===== src/rtl/srff_pkg.sv =====
// Shared SR flip-flop definitions: command encoding and excitation helper.
// Also usable by the matching SR down counter.
package srff_pkg;

  // Command bit 1 is S, bit 0 is R.
  typedef enum logic [1:0] {
    SR_HOLD    = 2'b00,
    SR_RESET   = 2'b01,
    SR_SET     = 2'b10,
    SR_ILLEGAL = 2'b11
  } sr_cmd_e;

  // Returns the SR command that moves a cell from cur to nxt.
  // It never produces SR_ILLEGAL.
  function automatic sr_cmd_e sr_excite(input logic cur, input logic nxt);
    sr_cmd_e cmd;
    if (cur == nxt) begin
      cmd = SR_HOLD;
    end else if (nxt) begin
      cmd = SR_SET;
    end else begin
      cmd = SR_RESET;
    end
    return cmd;
  endfunction

endpackage


===== src/rtl/sync_up_srff_counter_if.sv =====
// Control and observation bundle for the SR-flip-flop up counter.
interface sync_up_srff_counter_if #(
  parameter int unsigned WIDTH = 2
);
  logic             en;
  logic             load;
  logic [WIDTH-1:0] load_val;
  logic             clr_ovf;
  logic [WIDTH-1:0] q;
  logic             tc;
  logic             ovf;
  logic [WIDTH-1:0] s_vec;
  logic [WIDTH-1:0] r_vec;

  modport master (
    output en, load, load_val, clr_ovf,
    input  q, tc, ovf, s_vec, r_vec
  );

  modport slave (
    input  en, load, load_val, clr_ovf,
    output q, tc, ovf, s_vec, r_vec
  );
endinterface


===== src/rtl/srff_cell.sv =====
// Single-bit SR flip-flop with a synchronous active-high clear.
// When S and R are both asserted, S takes precedence.
module srff_cell (
  input  logic clk,
  input  logic reset,
  input  logic i_s,
  input  logic i_r,
  output logic o_q
);
  logic r_q;

  always_ff @(posedge clk) begin
    if (reset) begin
      r_q <= 1'b0;
    end else if (i_s) begin
      r_q <= 1'b1;
    end else if (i_r) begin
      r_q <= 1'b0;
    end
  end

  assign o_q = r_q;
endmodule


===== src/rtl/sync_up_srff_counter.sv =====
// Modulo-MODULUS up counter whose state bits are held in SR cells.
// Adds enable, parallel load, terminal count and a sticky overflow flag.
module sync_up_srff_counter
  import srff_pkg::*;
#(
  parameter int unsigned WIDTH   = 2,
  parameter int unsigned MODULUS = 4
) (
  input logic                  clk,
  input logic                  reset,
  sync_up_srff_counter_if.slave bus
);
  if (WIDTH < 1 || WIDTH > 16 || MODULUS < 2 || MODULUS > (32'd1 << WIDTH)) begin : g_bad_param
    $fatal(1, "sync_up_srff_counter: MODULUS out of range for WIDTH");
  end

  localparam logic [WIDTH-1:0] LAST    = WIDTH'(MODULUS - 1);
  localparam logic [WIDTH:0]   MOD_EXT = (WIDTH + 1)'(MODULUS);

  logic [WIDTH-1:0] w_q;
  logic [WIDTH-1:0] w_nxt;
  logic [WIDTH-1:0] w_s;
  logic [WIDTH-1:0] w_r;
  logic             w_set_ovf;
  logic             r_ovf;

  // Reset is folded into the next state so that s_vec/r_vec show the clearing
  // transition. The cells also clear on their own reset input.
  always_comb begin
    w_nxt     = w_q;
    w_set_ovf = 1'b0;
    if (reset) begin
      w_nxt = '0;
    end else if (bus.load) begin
      if ({1'b0, bus.load_val} < MOD_EXT) begin
        w_nxt = bus.load_val;
      end else begin
        w_nxt     = '0;
        w_set_ovf = 1'b1;
      end
    end else if (bus.en) begin
      if (w_q == LAST) begin
        w_nxt     = '0;
        w_set_ovf = 1'b1;
      end else begin
        w_nxt = w_q + 1'b1;
      end
    end
  end

  always_comb begin
    w_s = '0;
    w_r = '0;
    for (int unsigned i = 0; i < WIDTH; i++) begin
      {w_s[i], w_r[i]} = sr_excite(w_q[i], w_nxt[i]);
    end
  end

  for (genvar g = 0; g < WIDTH; g++) begin : g_cell
    srff_cell u_cell (
      .clk   (clk),
      .reset (reset),
      .i_s   (w_s[g]),
      .i_r   (w_r[g]),
      .o_q   (w_q[g])
    );
  end

  // A set event takes precedence over a clear requested in the same cycle.
  always_ff @(posedge clk) begin
    if (reset) begin
      r_ovf <= 1'b0;
    end else if (w_set_ovf) begin
      r_ovf <= 1'b1;
    end else if (bus.clr_ovf) begin
      r_ovf <= 1'b0;
    end
  end

  assign bus.q     = w_q;
  assign bus.tc    = (w_q == LAST) && bus.en && !bus.load;
  assign bus.ovf   = r_ovf;
  assign bus.s_vec = w_s;
  assign bus.r_vec = w_r;
endmodule


===== src/flat_wrapper.sv =====
// flat-port wrapper written by rule: the top's interface ports become plain ports
module sync_up_srff_counter_flat import srff_pkg::*;
#(
  parameter int unsigned WIDTH   = 2,
  parameter int unsigned MODULUS = 4
)
  (clk, reset, bus_en, bus_load, bus_load_val, bus_clr_ovf, bus_q, bus_tc, bus_ovf, bus_s_vec, bus_r_vec);
  sync_up_srff_counter_if #(.WIDTH(WIDTH)) bus_i ();
  input logic clk;
  input logic reset;
  input wire logic [$bits(bus_i.en)-1:0] bus_en;
  input wire logic [$bits(bus_i.load)-1:0] bus_load;
  input wire logic [$bits(bus_i.load_val)-1:0] bus_load_val;
  input wire logic [$bits(bus_i.clr_ovf)-1:0] bus_clr_ovf;
  output wire logic [$bits(bus_i.q)-1:0] bus_q;
  output wire logic [$bits(bus_i.tc)-1:0] bus_tc;
  output wire logic [$bits(bus_i.ovf)-1:0] bus_ovf;
  output wire logic [$bits(bus_i.s_vec)-1:0] bus_s_vec;
  output wire logic [$bits(bus_i.r_vec)-1:0] bus_r_vec;
  assign bus_i.en = bus_en;
  assign bus_i.load = bus_load;
  assign bus_i.load_val = bus_load_val;
  assign bus_i.clr_ovf = bus_clr_ovf;
  assign bus_q = bus_i.q;
  assign bus_tc = bus_i.tc;
  assign bus_ovf = bus_i.ovf;
  assign bus_s_vec = bus_i.s_vec;
  assign bus_r_vec = bus_i.r_vec;
  sync_up_srff_counter #(.WIDTH(WIDTH), .MODULUS(MODULUS)) u_core (.clk(clk), .reset(reset), .bus(bus_i));
endmodule

===== config.mk =====
export PLATFORM = sky130hd
export DESIGN_NAME = sync_up_srff_counter_flat
export DESIGN_NICKNAME = d
export VERILOG_FILES = /design/src/rtl/srff_pkg.sv /design/src/rtl/sync_up_srff_counter_if.sv /design/src/rtl/srff_cell.sv /design/src/rtl/sync_up_srff_counter.sv /design/src/flat_wrapper.sv
export SDC_FILE = /design/constraint.sdc
export NUM_CORES = 1
export LEC_CHECK = 0
export BUFFER_PORTS_ARGS = -buffer_cell sky130_fd_sc_hd__clkbuf_2
export CORE_AREA = 2 2 39 41
export CTS_CLUSTER_DIAMETER = 40
export DETAILED_ROUTE_END_ITERATION = 10
export DIE_AREA = 0 0 41 43
export HOLD_SLACK_MARGIN = 0.12
export PLACE_DENSITY = 0.44
export SYNTH_ARGS = -nofsm -noshare
export SYNTH_HDL_FRONTEND = slang
export SYNTH_SLANG_ARGS = --single-unit

===== constraint.sdc =====
create_clock -name clk -period 1.9 [get_ports clk]
set_input_delay 0.38 -clock clk [delete_from_list [all_inputs] [get_ports clk]]
set_output_delay 0.38 -clock clk [all_outputs]
set_load 0.1 [all_outputs]

==> impl_metrics.json, run 1 <==
{
  "final_area_um2": 524,
  "synth_area_um2": 312,
  "hold_viol_final": 0,
  "cp.required_ns": 1.52,
  "wl_met2_um": 261,
  "synth-edff-count": 0,
  "postSynthNetCount": 46,
  "num_vias": 272,
  "r2r_end": "u_core.g_cell[1].u_cell.o_q$_SDFFE_PP0P_",
  "synth_ff_type": "dfxtp_1",
  "syn_to_final_growth_pct": 68.3,
  "rsz0062_at_grt": "true",
  "crit_top_cell": "ha_4",
  "synth.area.top_cells": "ha_1, dfxtp_1, buf_4",
  "synthTopCellsByCount": "buf_4, ha_1, inv_1, dfxtp_1, nand2b_1",
  "grt_usage_pct": 9.23,
  "ir_drop_uv": 219,
  "die-height_um": 43,
  "slowest_delay_ns": 0.32,
  "ys_seq_area_share_pct": 19.3,
  "maxSlewViolCount": 0,
  "syn_area_per_cell_um2": 9.16,
  "finalCriticalPeriod_ns": 1.98,
  "violations": "negative setup slack",
  "holdWs_ns": 0.363,
  "start_util_pct": 22.5,
  "slew_headroom_pct": 64.1,
  "worstSetupPathType": "reg2out",
  "synth_top_area_share_pct": 20.1,
  "cts_buffers": 3,
  "synthCells": 34,
  "fmax_mhz": 504,
  "crit_arrival_ns": 1.60,
  "final_util_pct": 37.9,
  "status": "complete, but fails checks",
  "p_comb_share_pct": 42.4,
  "grt_max_degree": 8,
  "ant_nets": 0,
  "endpoint_kind": "output pin",
  "place_area_um2": 447,
  "clkTransAtPathRegs_ns": 0.04,
  "fin_ws_ns": -0.0823,
  "die_w_um": 41,
  "ys_warn_count": 0,
  "clkPwrFrac_pct": 35.9,
  "synth_largest_area_cell": "ha_1",
  "crit_chain": "ha_4, mux2_4, o211a_1, ha_4, buf_12",
  "swShare_pct": 37.2,
  "leakage_nw": 0.245,
  "reg2regPathDepth": 6,
  "start_kind": "flop",
  "hold_buffers": 0,
  "power.internal_mw": 0.196,
  "routed.top_layer": "met4",
  "maxCapViolCount": 0,
  "synth.most_common_cell": "buf_4",
  "grt_pass1_vias": 277,
  "total_power_mw": 0.313,
  "cts_tree": "done",
  "postCtsSetupRepairBufs": 0,
  "ys_async_sr_fraction_pct": 0,
  "grt_pass1_wl_mm": 1.08,
  "n_antenna_cell": 0,
  "hp-class": "in2reg",
  "clk-insertion-delay-late_ns": 0.23,
  "core_area_mm2": 0.00138,
  "met3_length_um": 59,
  "clock-sinks": 3,
  "dp_hpwl_um": 471,
  "path_max_fanout": 2,
  "finalSetupViolCount": 3,
  "antenna_found_initial": 0,
  "numPortBuffers": 14,
  "finalClockSkew_ns": 0.00133,
  "rr_startpoint": "u_core.g_cell[1].u_cell.o_q$_SDFFE_PP0P_",
  "min_from": "reset",
  "wl_per_cell_um": 9.56,
  "seqPwrFrac_pct": 21.8,
  "drcViolationCount": 0,
  "ios": 15,
  "synth_cell_types": 16,
  "gp_congestion": 0.650,
  "final_nets": 61,
  "worst_pin_slew_ns": 0.540,
  "num_rows": 14,
  "routed_wl_um": 612,
  "post_route_cells_drive_above_1_share_pct": 62.5,
  "power_density_mw_per_mm2": 596,
  "ff2ff_setup_slack_ns": 0.27,
  "min_to": "u_core.g_cell[1].u_cell.o_q$_SDFFE_PP0P_",
  "cts-root-buf": "clkbuf_4",
  "drt_iter0_drc": 1,
  "overflow": 0,
  "clock_path_buffers": 2,
  "post-route-period-util_pct": 104,
  "crit_slowest_cell": "dfxtp_2",
  "synth_seq_cells": 3,
  "avgViaCountPerCell": 4.25,
  "power.switching_mw": 0.116,
  "die-area_mm2": 0.00176,
  "whs_path_depth": 2,
  "htreeDepth": 1,
  "dr.pass1.iters": 2,
  "wl_met1_um": 276
}
==> worst max-delay path by stage <==
stage	start	endpoint	slack (ns)	depth (start not counted)
6_report	u_core.g_cell[1].u_cell.o_q$_SDFFE_PP0P_	bus_s_vec[1]	-0.08	5
3_5_place_dp	u_core.g_cell[1].u_cell.o_q$_SDFFE_PP0P_	bus_s_vec[1]	0.07	5
2_1_floorplan	u_core.g_cell[0].u_cell.o_q$_SDFFE_PP0P_	bus_s_vec[1]	0.0004	5
4_1_cts	u_core.g_cell[0].u_cell.o_q$_SDFFE_PP0P_	bus_s_vec[1]	-0.12	5
5_1_grt	u_core.g_cell[1].u_cell.o_q$_SDFFE_PP0P_	bus_r_vec[1]	-0.15	5
3_3_place_gp	u_core.g_cell[1].u_cell.o_q$_SDFFE_PP0P_	bus_s_vec[1]	0.08	5
==> layout make-up <==
type / instances / area, um^2
clock buffer: 4 / 26.3
fill: 143 / 860
inverter: 4 / 15.0
multi-input combinational: 21 / 240
sequential: 3 / 62.6
tap: 16 / 20.0
timing repair buffer: 16 / 160
==> cell families after synthesis <==
family / after synthesis / synth area share, %
compound gates: 5 / 13.3
fa+ha+maj: 5 / 20.1
buf+inv: 10 / 19.3
flops: 3 / 19.3
mux: 3 / 11.2
simple gates: 8 / 16.9
==> worst max-delay path, delay by kind of cell, from the launching register on <==
family	cells	cell delay, ns
compound gates	1	0.23
fa+ha+maj	2	0.39
buf+inv	1	0.16
flops	1	0.32
mux	1	0.26
==> layout by cell type, fill, tap and decap left out, drive strengths merged <==
master,Yosys,routed
dfxtp,3,3
o311a,1,1
nand3b,1,1
mux2i,2,2
a21oi,1,1
ha,5,5
clkbuf,0,13
nor3b,1,1
o211ai,1,1
mux2,1,1
nand2b,3,3
o311ai,1,1
inv,4,4
nor2b,1,1
nor2,2,2
o211a,1,1
buf,6,7
==> stage by stage <==
stage | cells | worst slack [ns] | setup TNS, ns
CTS | 64 | -0.124 | -0.265
global route | 64 | -0.151 | -0.376
floorplan | 34 | 0.000440 | 0
finish | 64 | -0.0823 | -0.160
global placement | 60 | 0.0784 | 0
detailed placement | 60 | 0.0718 | 0
==> routing by layer <==
metal | vias to the layer above | GRT usage (%)
li1 | 138 | -
met1 | 120 | 12.2
met2 | 12 | 12.2
met3 | 2 | 1.57
met4 | 0 | 8.00
met5 | - | 0
==> repair_timing <==
item                                   4_1_cts  5_1_grt
pin swaps                                    5        6
setup endpoints to repair                    4        4
endpoints found under the hold margin        0        0
gates resized for setup                      7        4
==> state kept, by name, indices dropped and copies added (netlist names) <==
signal and flops:
u_core.g_cell.u_cell.o_q 2, u_core.bus.ovf 1
==> power by group through the flow <==
stage / clock [mW] / combinational, mW / sequential (mW)
after floorplan: 0 / 0.0895 / 0.0694
after global placement: 0 / 0.123 / 0.0675
after detailed placement: 0 / 0.124 / 0.0677
after CTS: 0.117 / 0.129 / 0.0682
after global routing: 0.120 / 0.140 / 0.0681
final: 0.112 / 0.132 / 0.0680
No activity file was read; power rests on OpenSTA's default activity.
==> run 2: changes to the inputs <==
- PLACE_DENSITY: 0.44 -> 0.36
- SKIP_LAST_GASP: not set -> 1
- SYNTH_HIERARCHICAL: not set -> 1
==> impl_metrics.json, run 2 <==
{
  "gp_congestion": 0.654,
  "start_kind": "flop",
  "synth_cell_types": 15,
  "dp_slack_ns": 0.202,
  "clk-insertion-delay-late_ns": 0.23,
  "drt_iter0_drc": 0,
  "swShare_pct": 41.1,
  "cts_buffers": 3,
  "hp-class": "in2reg",
  "final_common_cell": "clkbuf_2",
  "maxCapViolCount": 0,
  "antenna_found_initial": 0,
  "layout_common_cells": "clkbuf_2, buf_12, clkbuf_4, inv_1, nand2b_1",
  "die-height_um": 43,
  "power_density_mw_per_mm2": 727,
  "holdWs_ns": 0.455,
  "cts_tree": "done",
  "grt_pass1_wl_um": 938,
  "path_max_fanout": 5,
  "power.switching_mw": 0.133,
  "clkPwrFrac_pct": 34.4,
  "ys_seq_area_share_pct": 28.7,
  "die-area_mm2": 0.00176,
  "ios": 15,
  "syn_to_final_growth_pct": 113,
  "start_util_pct": 15.1,
  "cts-root-buf": "clkbuf_4",
  "synth.area.top_cells": "dfxtp_1, nand2b_1, a21oi_2",
  "power.internal_mw": 0.190,
  "synth_area_um2": 209,
  "post_cts_resized": 0,
  "syn_area_per_cell_um2": 8.04,
  "clkTransAtPathRegs_ns": 0.04,
  "seqPwrFrac_pct": 22.7,
  "core_area_mm2": 0.00138,
  "critPathTopFamily": "flip-flops",
  "final_nets": 53,
  "post-route-period-util_pct": 92.6,
  "maxSlewViolCount": 0,
  "post_route_cells_drive_above_1_share_pct": 59.1,
  "fill_cells": 141,
  "ys_warn_count": 6,
  "die_w_um": 41,
  "crit_slowest_cell": "dfxtp_4",
  "avgViaCountPerCell": 3.78,
  "final_util_pct": 32.1,
  "finalSetupViolCount": 0,
  "ir_drop_uv": 265,
  "synth_top_area_share_pct": 28.7,
  "synthCells": 26,
  "fin_ws_ns": 0.140,
  "slowest_delay_ns": 0.36,
  "synthTopCellsByCount": "dfxtp_1, inv_1, nand2b_1",
  "worstSetupPathType": "reg2out",
  "ant_nets": 0,
  "largest_reg_flops": 2,
  "ys_async_sr_fraction_pct": 0,
  "clock_path_buffers": 2,
  "hold_buffers": 0,
  "drcViolationCount": 0,
  "grt_pass1_vias": 216,
  "clock-sinks": 3,
  "cp.required_ns": 1.52,
  "n_antenna_cell": 0,
  "synth_ff_type": "dfxtp_1",
  "leakage_nw": 0.180,
  "grt_usage_pct": 8.24,
  "slew_headroom_pct": 64.1,
  "overflow": 0,
  "htreeDepth": 1,
  "routed_wl_um": 561,
  "multi_input_area_um2": 174,
  "status": "finished, final reports clean",
  "synth_largest_area_cell": "dfxtp_1",
  "synth-edff-count": 0,
  "place_area_um2": 418,
  "regArea_um2": 67.6,
  "num_vias": 227,
  "wl_per_cell_um": 9.35,
  "final_area_um2": 444,
  "finalClockSkew_ns": 0.00252,
  "endpoint_kind": "output pin",
  "worst_pin_slew_ns": 0.540,
  "grt_max_degree": 8,
  "crit_arrival_ns": 1.38,
  "finalCriticalPeriod_ns": 1.76,
  "crit_chain": "ha_4, a22oi_2, nor3_4, buf_12",
  "fmax_mhz": 568,
  "dr.pass1.iters": 1,
  "rsz0062_at_grt": "false",
  "hold_viol_final": 0,
  "numPortBuffers": 14,
  "num_rows": 14,
  "postCtsSetupRepairBufs": 0,
  "path_buf_inv": 1,
  "postSynthNetCount": 34,
  "p_comb_share_pct": 42.8,
  "synth_seq_cells": 3
}
-- run 2: cell count changes in the layout (fill, tap and decap cells not counted), sizes merged, moves of 2 or more --
cell,change
mux2i,-2
nor3,+2
o21a,+2
ha,-4
a21oi,+3
buf,-2
-- run 2: worst reg2reg max path, cell delays in order (launching register included) --
cell and delay, ns:
dfxtp_4 0.36, ha_4 0.27, o22ai_1 0.08, o21a_2 0.22
nand2b_1 0.16, a21oi_2 0.12
-- run 2: routing by layer --
| layer | global-route usage, % | wire length (um) | part of all wire, % | vias to the layer above |
|---|---|---|---|---|
| met3 | 3.14 | 47 | 8.4 | 0 |
| li1 | - | - | - | 128 |
| met4 | 8.00 | 0 | 0 | 0 |
| met1 | 11.6 | 266 | 47 | 91 |
| met5 | 0 | 0 | 0 | - |
| met2 | 8.75 | 248 | 44 | 8 |
-- run 2: power by group through the flow --
stage	Sequential [mW]	Combinational, mW	Clock (mW)
after floorplan	0.0973	0.0711	0
after global placement	0.0746	0.139	0
after detailed placement	0.0745	0.138	0
after CTS	0.0735	0.139	0.117
after global routing	0.0744	0.144	0.123
final	0.0735	0.138	0.111
-- run 2: worst paths after layout --
| check | slack [ns] | endpoint | cells past startpoint | startpoint |
|---|---|---|---|---|
| setup / recovery | 0.14 | bus_s_vec[1] | 4 | u_core/g_cell[0].u_cell/o_q$_SDFFE_PP0P_ |
| hold / removal | 0.45 | u_core/bus.ovf$_SDFFE_PP0P_ | 4 | bus_clr_ovf |
| setup reg to reg | 0.61 | u_core/g_cell[1].u_cell/o_q$_SDFFE_PP0P_ | 5 | u_core/g_cell[0].u_cell/o_q$_SDFFE_PP0P_ |
| hold reg to reg | 0.55 | u_core/g_cell[1].u_cell/o_q$_SDFFE_PP0P_ | 2 | u_core/g_cell[1].u_cell/o_q$_SDFFE_PP0P_ |
-- run 2: cell families after synthesis --
logic type	share of synthesized area (%)
fa+ha+maj	5.99
simple gates	28.7
buf+inv	5.39
compound gates	31.1
flops	28.7
-- run 2: stage by stage --
| stage | std cells | setup TNS [ns] | power (mW) |
|---|---|---|---|
| floorplan | 26 | -0.260 | 0.168 |
| global placement | 56 | 0 | 0.213 |
| detailed placement | 56 | 0 | 0.213 |
| CTS | 60 | 0 | 0.330 |
| global route | 60 | 0 | 0.342 |
| finish | 60 | 0 | 0.323 |
-- run 2: cell type report --
type | instances | share of cell area, %
clock buffer | 4 | 5.92
inverter | 3 | 2.54
timing repair buffer | 14 | 32.7
sequential | 3 | 15.2
tap | 16 | 4.51
multi-input combinational | 20 | 39.2
